--- config.mk ---
export PLATFORM = sky130hd
export DESIGN_NAME = aes_inv_key_sched
export DESIGN_NICKNAME = d
export VERILOG_FILES = /design/src/rtl/aes_key_pkg.sv /design/src/rtl/aes_sbox_dyn.sv /design/src/rtl/aes_inv_key_sched.sv
export SDC_FILE = /design/constraint.sdc
export NUM_CORES = 1
export LEC_CHECK = 0
export ABC_AREA = 1
export ABC_CLOCK_PERIOD_IN_PS = 3100
export BUFFER_PORTS_ARGS = -buffer_cell sky130_fd_sc_hd__buf_2
export CAP_MARGIN = 20
export CORE_MARGIN = 2
export CORE_UTILIZATION = 30
export DETAILED_ROUTE_END_ITERATION = 16
export SLEW_MARGIN = 20
export SYNTH_ARGS = -nofsm -noshare
export SYNTH_HDL_FRONTEND = slang
export SYNTH_SLANG_ARGS = --single-unit
--- constraint.sdc ---
create_clock -name clk -period 3.1 [get_ports clk]
set_input_delay 0.155 -clock clk [delete_from_list [all_inputs] [get_ports clk]]
set_output_delay 0.155 -clock clk [all_outputs]
set_load 0.05 [all_outputs]
--- src/rtl/aes_key_pkg.sv ---
// Shared constants for the inverse AES-128 key schedule: round count, final Rcon,
// forward S-box table and the backward Rcon step.
package aes_key_pkg;

  localparam int         NUM_ROUNDS = 10;
  localparam logic [7:0] RCON_LAST  = 8'h36;

  typedef enum logic {
    IDLE,
    OUT
  } state_t;

  localparam logic [7:0] SBOX [256] = '{
    8'h63, 8'h7c, 8'h77, 8'h7b, 8'hf2, 8'h6b, 8'h6f, 8'hc5, 8'h30, 8'h01, 8'h67, 8'h2b, 8'hfe, 8'hd7, 8'hab, 8'h76,
    8'hca, 8'h82, 8'hc9, 8'h7d, 8'hfa, 8'h59, 8'h47, 8'hf0, 8'had, 8'hd4, 8'ha2, 8'haf, 8'h9c, 8'ha4, 8'h72, 8'hc0,
    8'hb7, 8'hfd, 8'h93, 8'h26, 8'h36, 8'h3f, 8'hf7, 8'hcc, 8'h34, 8'ha5, 8'he5, 8'hf1, 8'h71, 8'hd8, 8'h31, 8'h15,
    8'h04, 8'hc7, 8'h23, 8'hc3, 8'h18, 8'h96, 8'h05, 8'h9a, 8'h07, 8'h12, 8'h80, 8'he2, 8'heb, 8'h27, 8'hb2, 8'h75,
    8'h09, 8'h83, 8'h2c, 8'h1a, 8'h1b, 8'h6e, 8'h5a, 8'ha0, 8'h52, 8'h3b, 8'hd6, 8'hb3, 8'h29, 8'he3, 8'h2f, 8'h84,
    8'h53, 8'hd1, 8'h00, 8'hed, 8'h20, 8'hfc, 8'hb1, 8'h5b, 8'h6a, 8'hcb, 8'hbe, 8'h39, 8'h4a, 8'h4c, 8'h58, 8'hcf,
    8'hd0, 8'hef, 8'haa, 8'hfb, 8'h43, 8'h4d, 8'h33, 8'h85, 8'h45, 8'hf9, 8'h02, 8'h7f, 8'h50, 8'h3c, 8'h9f, 8'ha8,
    8'h51, 8'ha3, 8'h40, 8'h8f, 8'h92, 8'h9d, 8'h38, 8'hf5, 8'hbc, 8'hb6, 8'hda, 8'h21, 8'h10, 8'hff, 8'hf3, 8'hd2,
    8'hcd, 8'h0c, 8'h13, 8'hec, 8'h5f, 8'h97, 8'h44, 8'h17, 8'hc4, 8'ha7, 8'h7e, 8'h3d, 8'h64, 8'h5d, 8'h19, 8'h73,
    8'h60, 8'h81, 8'h4f, 8'hdc, 8'h22, 8'h2a, 8'h90, 8'h88, 8'h46, 8'hee, 8'hb8, 8'h14, 8'hde, 8'h5e, 8'h0b, 8'hdb,
    8'he0, 8'h32, 8'h3a, 8'h0a, 8'h49, 8'h06, 8'h24, 8'h5c, 8'hc2, 8'hd3, 8'hac, 8'h62, 8'h91, 8'h95, 8'he4, 8'h79,
    8'he7, 8'hc8, 8'h37, 8'h6d, 8'h8d, 8'hd5, 8'h4e, 8'ha9, 8'h6c, 8'h56, 8'hf4, 8'hea, 8'h65, 8'h7a, 8'hae, 8'h08,
    8'hba, 8'h78, 8'h25, 8'h2e, 8'h1c, 8'ha6, 8'hb4, 8'hc6, 8'he8, 8'hdd, 8'h74, 8'h1f, 8'h4b, 8'hbd, 8'h8b, 8'h8a,
    8'h70, 8'h3e, 8'hb5, 8'h66, 8'h48, 8'h03, 8'hf6, 8'h0e, 8'h61, 8'h35, 8'h57, 8'hb9, 8'h86, 8'hc1, 8'h1d, 8'h9e,
    8'he1, 8'hf8, 8'h98, 8'h11, 8'h69, 8'hd9, 8'h8e, 8'h94, 8'h9b, 8'h1e, 8'h87, 8'he9, 8'hce, 8'h55, 8'h28, 8'hdf,
    8'h8c, 8'ha1, 8'h89, 8'h0d, 8'hbf, 8'he6, 8'h42, 8'h68, 8'h41, 8'h99, 8'h2d, 8'h0f, 8'hb0, 8'h54, 8'hbb, 8'h16
  };

  // Undo one forward Rcon doubling; 0x1b is where the forward walk wrapped from 0x80.
  function automatic logic [7:0] inv_xtime(input logic [7:0] r);
    return (r == 8'h1b) ? 8'h80 : {1'b0, r[7:1]};
  endfunction

endpackage

--- src/rtl/aes_sbox_dyn.sv ---
// Forward AES S-box with a dynamic output mask (result = S(value) ^ mask).
module aes_sbox_dyn
  import aes_key_pkg::*;
(
  input  logic [7:0] value,
  input  logic [7:0] mask,
  output logic [7:0] result
);

  assign result = SBOX[value] ^ mask;

endmodule

--- src/rtl/aes_inv_key_sched.sv ---
// On-the-fly inverse AES-128 key schedule: streams round keys 10..0 from the last round key.
// Optional expected-key comparator enabled by macro AES_INV_KEY_CHECK_EN.
module aes_inv_key_sched
  import aes_key_pkg::*;
(
`ifdef AES_INV_KEY_CHECK_EN
  input  logic [0:127] exp_key,
  output logic         key_match,
`endif
  input  logic         clk,
  input  logic         rst_n,
  input  logic         start,
  input  logic [0:127] last_key,
  input  logic [0:7]   sbox_mask,
  output logic [0:127] key_out,
  output logic [0:3]   key_no,
  output logic         key_valid,
  input  logic         key_ready,
  output logic         busy,
  output logic         done
);

  state_t       state_reg, state_next;
  logic [0:127] key_reg, key_next;
  logic [0:3]   no_reg, no_next;
  logic         valid_reg, valid_next;
  logic         busy_reg, busy_next;
  logic         done_reg, done_next;
  logic [7:0]   rcon_reg, rcon_next;
  logic [7:0]   mask_reg, mask_next;
`ifdef AES_INV_KEY_CHECK_EN
  logic         match_reg, match_next;
`endif

  logic [0:31]  w0, w1, w2, w3;
  logic [0:31]  p0, p1, p2, p3;
  logic [0:31]  rot, sub;
  logic [0:127] prev_key;

  assign w0 = key_reg[0:31];
  assign w1 = key_reg[32:63];
  assign w2 = key_reg[64:95];
  assign w3 = key_reg[96:127];

  // Forward schedule is w'[i] = w'[i-1] ^ w[i]; XORing neighbours recovers the previous words.
  assign p3  = w3 ^ w2;
  assign p2  = w2 ^ w1;
  assign p1  = w1 ^ w0;
  assign rot = {p3[8:31], p3[0:7]};

  generate
    for (genvar gi = 0; gi < 4; gi++) begin : g_subword
      aes_sbox_dyn u_sbox (
        .value  (rot[gi*8 +: 8]),
        .mask   (mask_reg),
        .result (sub[gi*8 +: 8])
      );
    end
  endgenerate

  assign p0       = w0 ^ sub ^ {rcon_reg, 24'h0};
  assign prev_key = {p0, p1, p2, p3};

  always_comb begin
    state_next = state_reg;
    key_next   = key_reg;
    no_next    = no_reg;
    valid_next = valid_reg;
    busy_next  = busy_reg;
    done_next  = 1'b0;
    rcon_next  = rcon_reg;
    mask_next  = mask_reg;
`ifdef AES_INV_KEY_CHECK_EN
    match_next = match_reg;
`endif
    case (state_reg)
      IDLE: begin
        if (start) begin
          key_next   = last_key;
          mask_next  = sbox_mask;
          no_next    = '0;
          rcon_next  = RCON_LAST;
          valid_next = 1'b1;
          busy_next  = 1'b1;
          state_next = OUT;
`ifdef AES_INV_KEY_CHECK_EN
          match_next = 1'b0;
`endif
        end
      end
      OUT: begin
        if (valid_reg && key_ready) begin
          if (no_reg == 4'(NUM_ROUNDS)) begin
            valid_next = 1'b0;
            busy_next  = 1'b0;
            done_next  = 1'b1;
            state_next = IDLE;
`ifdef AES_INV_KEY_CHECK_EN
            match_next = (key_reg == exp_key);
`endif
          end else begin
            key_next  = prev_key;
            no_next   = no_reg + 4'd1;
            rcon_next = inv_xtime(rcon_reg);
          end
        end
      end
      default: state_next = IDLE;
    endcase
  end

  always_ff @(posedge clk or negedge rst_n) begin
    if (!rst_n) begin
      state_reg <= IDLE;
      key_reg   <= '0;
      no_reg    <= '0;
      valid_reg <= 1'b0;
      busy_reg  <= 1'b0;
      done_reg  <= 1'b0;
      rcon_reg  <= RCON_LAST;
      mask_reg  <= '0;
`ifdef AES_INV_KEY_CHECK_EN
      match_reg <= 1'b0;
`endif
    end else begin
      state_reg <= state_next;
      key_reg   <= key_next;
      no_reg    <= no_next;
      valid_reg <= valid_next;
      busy_reg  <= busy_next;
      done_reg  <= done_next;
      rcon_reg  <= rcon_next;
      mask_reg  <= mask_next;
`ifdef AES_INV_KEY_CHECK_EN
      match_reg <= match_next;
`endif
    end
  end

  assign key_out   = key_reg;
  assign key_no    = no_reg;
  assign key_valid = valid_reg;
  assign busy      = busy_reg;
  assign done      = done_reg;
`ifdef AES_INV_KEY_CHECK_EN
  assign key_match = match_reg;
`endif

endmodule

==> reports/results.tsv, run 1 <==
metric	value	unit
status	finished clean	
Iter 0 DRT Violations	4703	
worst hold stages	5	
WL final	108800	um
top-count cell post-synth	nand3_1	
Initial Util	30.21	%
R2R Setup Slk	0.21	ns
Gate Count Post-Synth	3628	
Final Setup Violations	0	
Largest register FFs	128	
largest area contributor in the netlist	nand3_1	
global-route wire length before repair	163400	um
worst-case clock skew	0.02201	ns
CTS tree	yes	
H-tree Lvls	4	
crit-path max cell delay	0.51	ns
Seq cells post-synth	151	
Slowest cell on crit path	a21oi_1	
Worst Hold Path EP	key_out[5]	
Mapped Nets	3823	
Die Span X	263.6	um
RD Place Congestion	1.085	
Hold Path Class	input port to register	
FP Rows	95	
n_diodes	0	
Crit. End Element	register	
reg2reg path depth	15	
Peak Freq	345.8	MHz
dpl hpwl	78660	um
R2R Path End	key_out[15]	
top cells by count, synth	nand3_1 (1,263), nand2_1 (1,054), nor2_1 (210)	
drt pass-1 iters	6	
worst relative slew slack	43.28	%
Area Overhead vs Synth	23.67	%
fin util	37.36	%
EDFF count, synth	0	
GRT overflow	0	
YS warnings	0	
Area contributors post-synth	nand3_1 (31%), nand2_1 (20%), dfrtp_1 (18%), nor2_1 (3.9%), ha_1 (3.4%)	
Max Cap Viol	0	
crit path launch type	register	
RSZ-0062 raised after global routing	false	
asr flop ratio synth	100.0	%
clk sink count	151	
Cell Chain, Critical Path	inv_1 > nand2_1 > nand2_1 > ha_1 > nor2_1 > a21oi_1 > nand2_1 > nand3_1 > nand3_1 > nand3_1 > nand2_1 > nand2_1 > nand3_1 > nand2_1 > nand2_1	
synth unique cells	35	
critical register-to-register path startpoint	key_out[86]	
Worst-Margin Slew	0.8508	ns
final setup TNS	0	ns
GRT Overall Usage	30.38	%
fin nets	4145	
Hold Crit Start	last_key[5]	
Clock Tree Buf Depth	2	
CTS clk-pin slew, worst paths	0.09	ns
worst-path maximum fanout	7	
Final Hold Fails	0	
CTS Buf Count	17	
IO Port Bufs	274	
Crit path arrival time	3.31	ns
initial antenna violation count	1	
largest net degree at the start of global routing	135	
crit path time final	2.892	ns
final hold slack	0.02183	ns
Post-synth top flop	dfrtp_1	
die area	69480	um2
die height	263.6	um
number of vias per cell	5.896	
drc violations	0	
DRT antenna net count	0	
clk root buf	clkbuf_16	
Critical Path RT	3.51	ns
synthesized area	20220	um2
top-area cell type share of the netlist area	31.27	%
Worst-Skew Late Latency	0.51	ns
Ports	275	
Crit Path Category	register to register	
vias in the first global route	25810	
Pins Over Slew Limit	0	
Core Box Area	66920	um2
cell mode on critical path	nand2_1	
Via Count	28510	
Tcrit/Tclk final	93.28	%
layout cell share with drive strength beyond 1	14.26	%
sequential fraction of the synthesis area	18.72	%
Post-CTS Repair Setup Buffers	0	
routed len/inst	22.50	um
Avg Cell Area, Syn	5.572	um2
## cells by family after synthesis
kind of cell    Yosys count  synth area share (%)
simple gates           2615                 57.39
buf+inv                 438                 8.807
compound gates          311                 8.987
flops                   151                 18.72
xor+xnor                 58                 2.699
fa+ha+maj                55                 3.404
## critical path, delay by kind of cell, from the launching register on
family                   cells  cell delay (ns)
AND/OR/NAND/NOR             12             1.26
adder cells (fa/ha/maj)      1             0.47
buffers and inverters        1             0.11
flip-flops                   1             0.46
AO/OA/AOI/OAI                1             0.51
## layer usage
layer	track usage, %	part of all wire (%)	vias to the layer above
met5	0	0	-
met4	17.00	6.1	0
met3	6.566	11	401
met2	46.52	44	2008
met1	39.52	40	13130
li1	-	-	12970
## worst max-delay path by stage
stage / cells after the start / start / end / slack, ns
after floorplan: 17 / key_out[78] / key_out[0] / 0.41
after global placement: 17 / key_out[86] / key_out[14] / 0.30
after detailed placement: 16 / key_out[86] / key_out[15] / 0.28
after CTS: 19 / key_out[95] / key_out[18] / 0.28
after global routing: 18 / key_out[70] / key_out[26] / 0.01
final: 15 / key_out[86] / key_out[15] / 0.21
## through the flow
| step | setup WS [ns] | cell area (um2) | cells |
|---|---|---|---|
| 3_3_place_gp | 0.2958 | 23360 | 4700 |
| 3_5_place_dp | 0.2786 | 23360 | 4700 |
| 2_1_floorplan | 0.4072 | 20220 | 3628 |
| 5_1_grt | 0.01408 | 25000 | 4836 |
| 6_report | 0.2082 | 25000 | 4836 |
| 4_1_cts | 0.2798 | 24980 | 4836 |
## timing repair
item,CTS,global route
resized for setup,0,5
setup endpoints to repair,0,5
hold buffers,104,0
endpoints found under the hold margin,164,0
## cells in the final DEF (no fill, tap or decap), types with 27 or more instances in the layout
master            n
nand2_1        1044
nand3_1        1260
o211ai_1         27
nand2_2          34
a22oi_1          32
buf_4           161
nor3_1           32
dfrtp_1         146
nor2_1          209
xor2_1           36
a21oi_1          54
buf_2           273
inv_1           162
o21ai_0         137
a211oi_1         32
dlygate4sd3_1   104
ha_1             55
## area by class of cell
class,count,area [um2]
clock inverter,15,155.1
sequential,151,3787
inverter,180,681.9
fill,7372,41920
multi-input combinational,3039,14790
clock buffer,17,425.4
timing repair buffer,561,4070
tap,873,1092
Power of run 1 is left out: the tool's default activity adds up to more than one toggle a clock period on the data nets, which glitch-free logic cannot reach.
==> inputs of run 2 (changes only) <==
--- a/config.mk
+++ b/config.mk
@@ -6,12 +6,14 @@
 export NUM_CORES = 1
 export LEC_CHECK = 0
 export ABC_AREA = 1
-export ABC_CLOCK_PERIOD_IN_PS = 3100
+export ABC_CLOCK_PERIOD_IN_PS = 2900
 export BUFFER_PORTS_ARGS = -buffer_cell sky130_fd_sc_hd__buf_2
 export CAP_MARGIN = 20
 export CORE_MARGIN = 2
 export CORE_UTILIZATION = 30
 export DETAILED_ROUTE_END_ITERATION = 16
+export GPL_TIMING_DRIVEN = 0
+export SKIP_CTS_REPAIR_TIMING = 1
 export SLEW_MARGIN = 20
 export SYNTH_ARGS = -nofsm -noshare
 export SYNTH_HDL_FRONTEND = slang
==> constraint.sdc (replaced) <==
create_clock -name clk -period 2.9 [get_ports clk]
set_input_delay 0.145 -clock clk [delete_from_list [all_inputs] [get_ports clk]]
set_output_delay 0.145 -clock clk [all_outputs]
set_load 0.05 [all_outputs]
==> reports/results.tsv, run 2 (same netlist as run 1, synthesis figures left out) <==
metric	value	unit	change
Core Box Area	66920	um2	unchanged
IO Port Bufs	274		unchanged
global-route wire length before repair	235400	um	+44%
clk root buf	clkbuf_16		
Critical Path RT	3.31	ns	-0.20 ns
FP Rows	95		unchanged
largest net degree at the start of global routing	86		-36%
WL final	173600	um	+60%
routed len/inst	35.24	um	+57%
Initial Util	30.21	%	unchanged
GRT overflow	0		unchanged
Hold Path Class	input port to register		
Iter 0 DRT Violations	4938		+5.0%
DP Area	22790	um2	-2.4%
Worst-Skew Late Latency	0.53	ns	+0.02 ns
vias in the first global route	29110		+13%
crit path time final	2.917	ns	+0.02522 ns
Clock Tree Buf Depth	2		unchanged
critical register-to-register path startpoint	key_out[94]		
layout cell share with drive strength beyond 1	18.89	%	+4.6 points
Worst-Margin Slew	1.229	ns	+0.3778 ns
fin util	38.38	%	+1.0 points
clk sink count	151		unchanged
CTS Buf Count	17		unchanged
most frequent cells in the layout	nand3_1 (1,213), nand2_1 (979), buf_2 (326)		
die area	69480	um2	unchanged
CTS tree	yes		
Worst Setup SP	key_out[94]		
worst-case clock skew	0.02816	ns	+0.006150 ns
Final Hold Fails	42		+42
number of vias per cell	6.427		+9.0%
H-tree Lvls	4		unchanged
crit path launch type	register		
final hold slack	-0.05521	ns	-0.07704 ns
Pins Over Slew Limit	0		unchanged
RSZ-0062 raised after global routing	true		
Ports	275		unchanged
worst-path maximum fanout	10		+3
Crit. End Element	register		
fin nets	4222		+1.9%
DRT antenna net count	0		unchanged
Via Count	31660		+11%
initial antenna violation count	20		+19
failing checks	negative hold slack, negative setup slack		
Tcrit/Tclk final	100.6	%	+7.3 points
Crit Path Category	register to register		
worst relative slew slack	18.09	%	-25 points
final instance area	25680	um2	+2.7%
slack of the critical path	-0.01704	ns	-0.2252 ns
dpl hpwl	127600	um	+62%
most common cell after layout, fill and taps aside	nand3_1		
drc violations	0		unchanged
drt pass-1 iters	7		+1
die height	263.6	um	unchanged
Largest register FFs	128		unchanged
Hold Crit Start	last_key[62]		
RD Place Congestion	1.124		+3.6%
Final Setup Violations	1		+1
status	finished with violations		
Crit path arrival time	3.33	ns	+0.02 ns
CTS clk-pin slew, worst paths	0.09	ns	about the same
dpl ws	-1.027	ns	-1.305 ns
Area Overhead vs Synth	27.04	%	
GRT Overall Usage	48.30	%	+18 points
Peak Freq	342.8	MHz	-0.86%
Die Span X	263.6	um	unchanged
Max Cap Viol	0		unchanged
[run 2: cell count changes in the layout (fill, tap and decap cells not counted), sizes merged]
cell / change
diode: +12
dlygate4sd3: -45
clkinvlp: +4
clkinv: -4
buf: -58
clkbuf: +180
[run 2: per-layer routing]
metal | vias up | wire (um) | GRT usage, %
li1 | 13150 | - | -
met2 | 2690 | 70780 | 69.30
met5 | - | 83 | 0.06930
met4 | 14 | 17350 | 40.06
met1 | 15030 | 62860 | 57.26
met3 | 773 | 22490 | 17.72
[run 2: path summary, 6_finish.rpt]
path	to	slack, ns	cells after the start
worst max register to register	key_out[23]	-0.02	17
worst min register to register	rcon_reg[2]	0.52	2
worst min-delay path	key_out[62]	-0.06	3
worst max-delay path	key_out[23]	-0.02	17
max in group asynchronous	key_out[94]	1.79	3
min in group asynchronous	key_out[101]	0.11	2
[run 2: layout make-up]
class | count | area, um2
diodes | 12 | 30.03
plain buffers | 258 | 1309
clock buffers | 17 | 425.4
clock inverters | 15 | 196.4
fillers | 7589 | 41240
inverters | 180 | 694.4
multi-input cells | 3039 | 15750
flip-flops and latches | 151 | 3797
well taps | 873 | 1092
repair buffers | 380 | 2390
[run 2: through the flow]
stage,std cells,setup TNS (ns)
final,4925,-0.01704
after detailed placement,4777,-23.09
after CTS,4809,-23.90
after floorplan,3628,0
after global placement,4775,-185.36
after global routing,4920,-0.4514
[run 2: critical path, cell delays in order, from the launching register on]
cell     delay [ns]
dfrtp_2        0.46
inv_1          0.11
nand2_1        0.09
nand2_4        0.20
ha_4           0.18
inv_1          0.11
nand2_1        0.30
nor2_1         0.11
nor2_1         0.30
nand3_1        0.13
nand3_1        0.09
nand3_1        0.17
nand3_1        0.18
nand2_1        0.06
nand2_1        0.06
nand3_1        0.08
nand2_1        0.13
nand2_1        0.05
Power of run 2 is left out for the same reason.
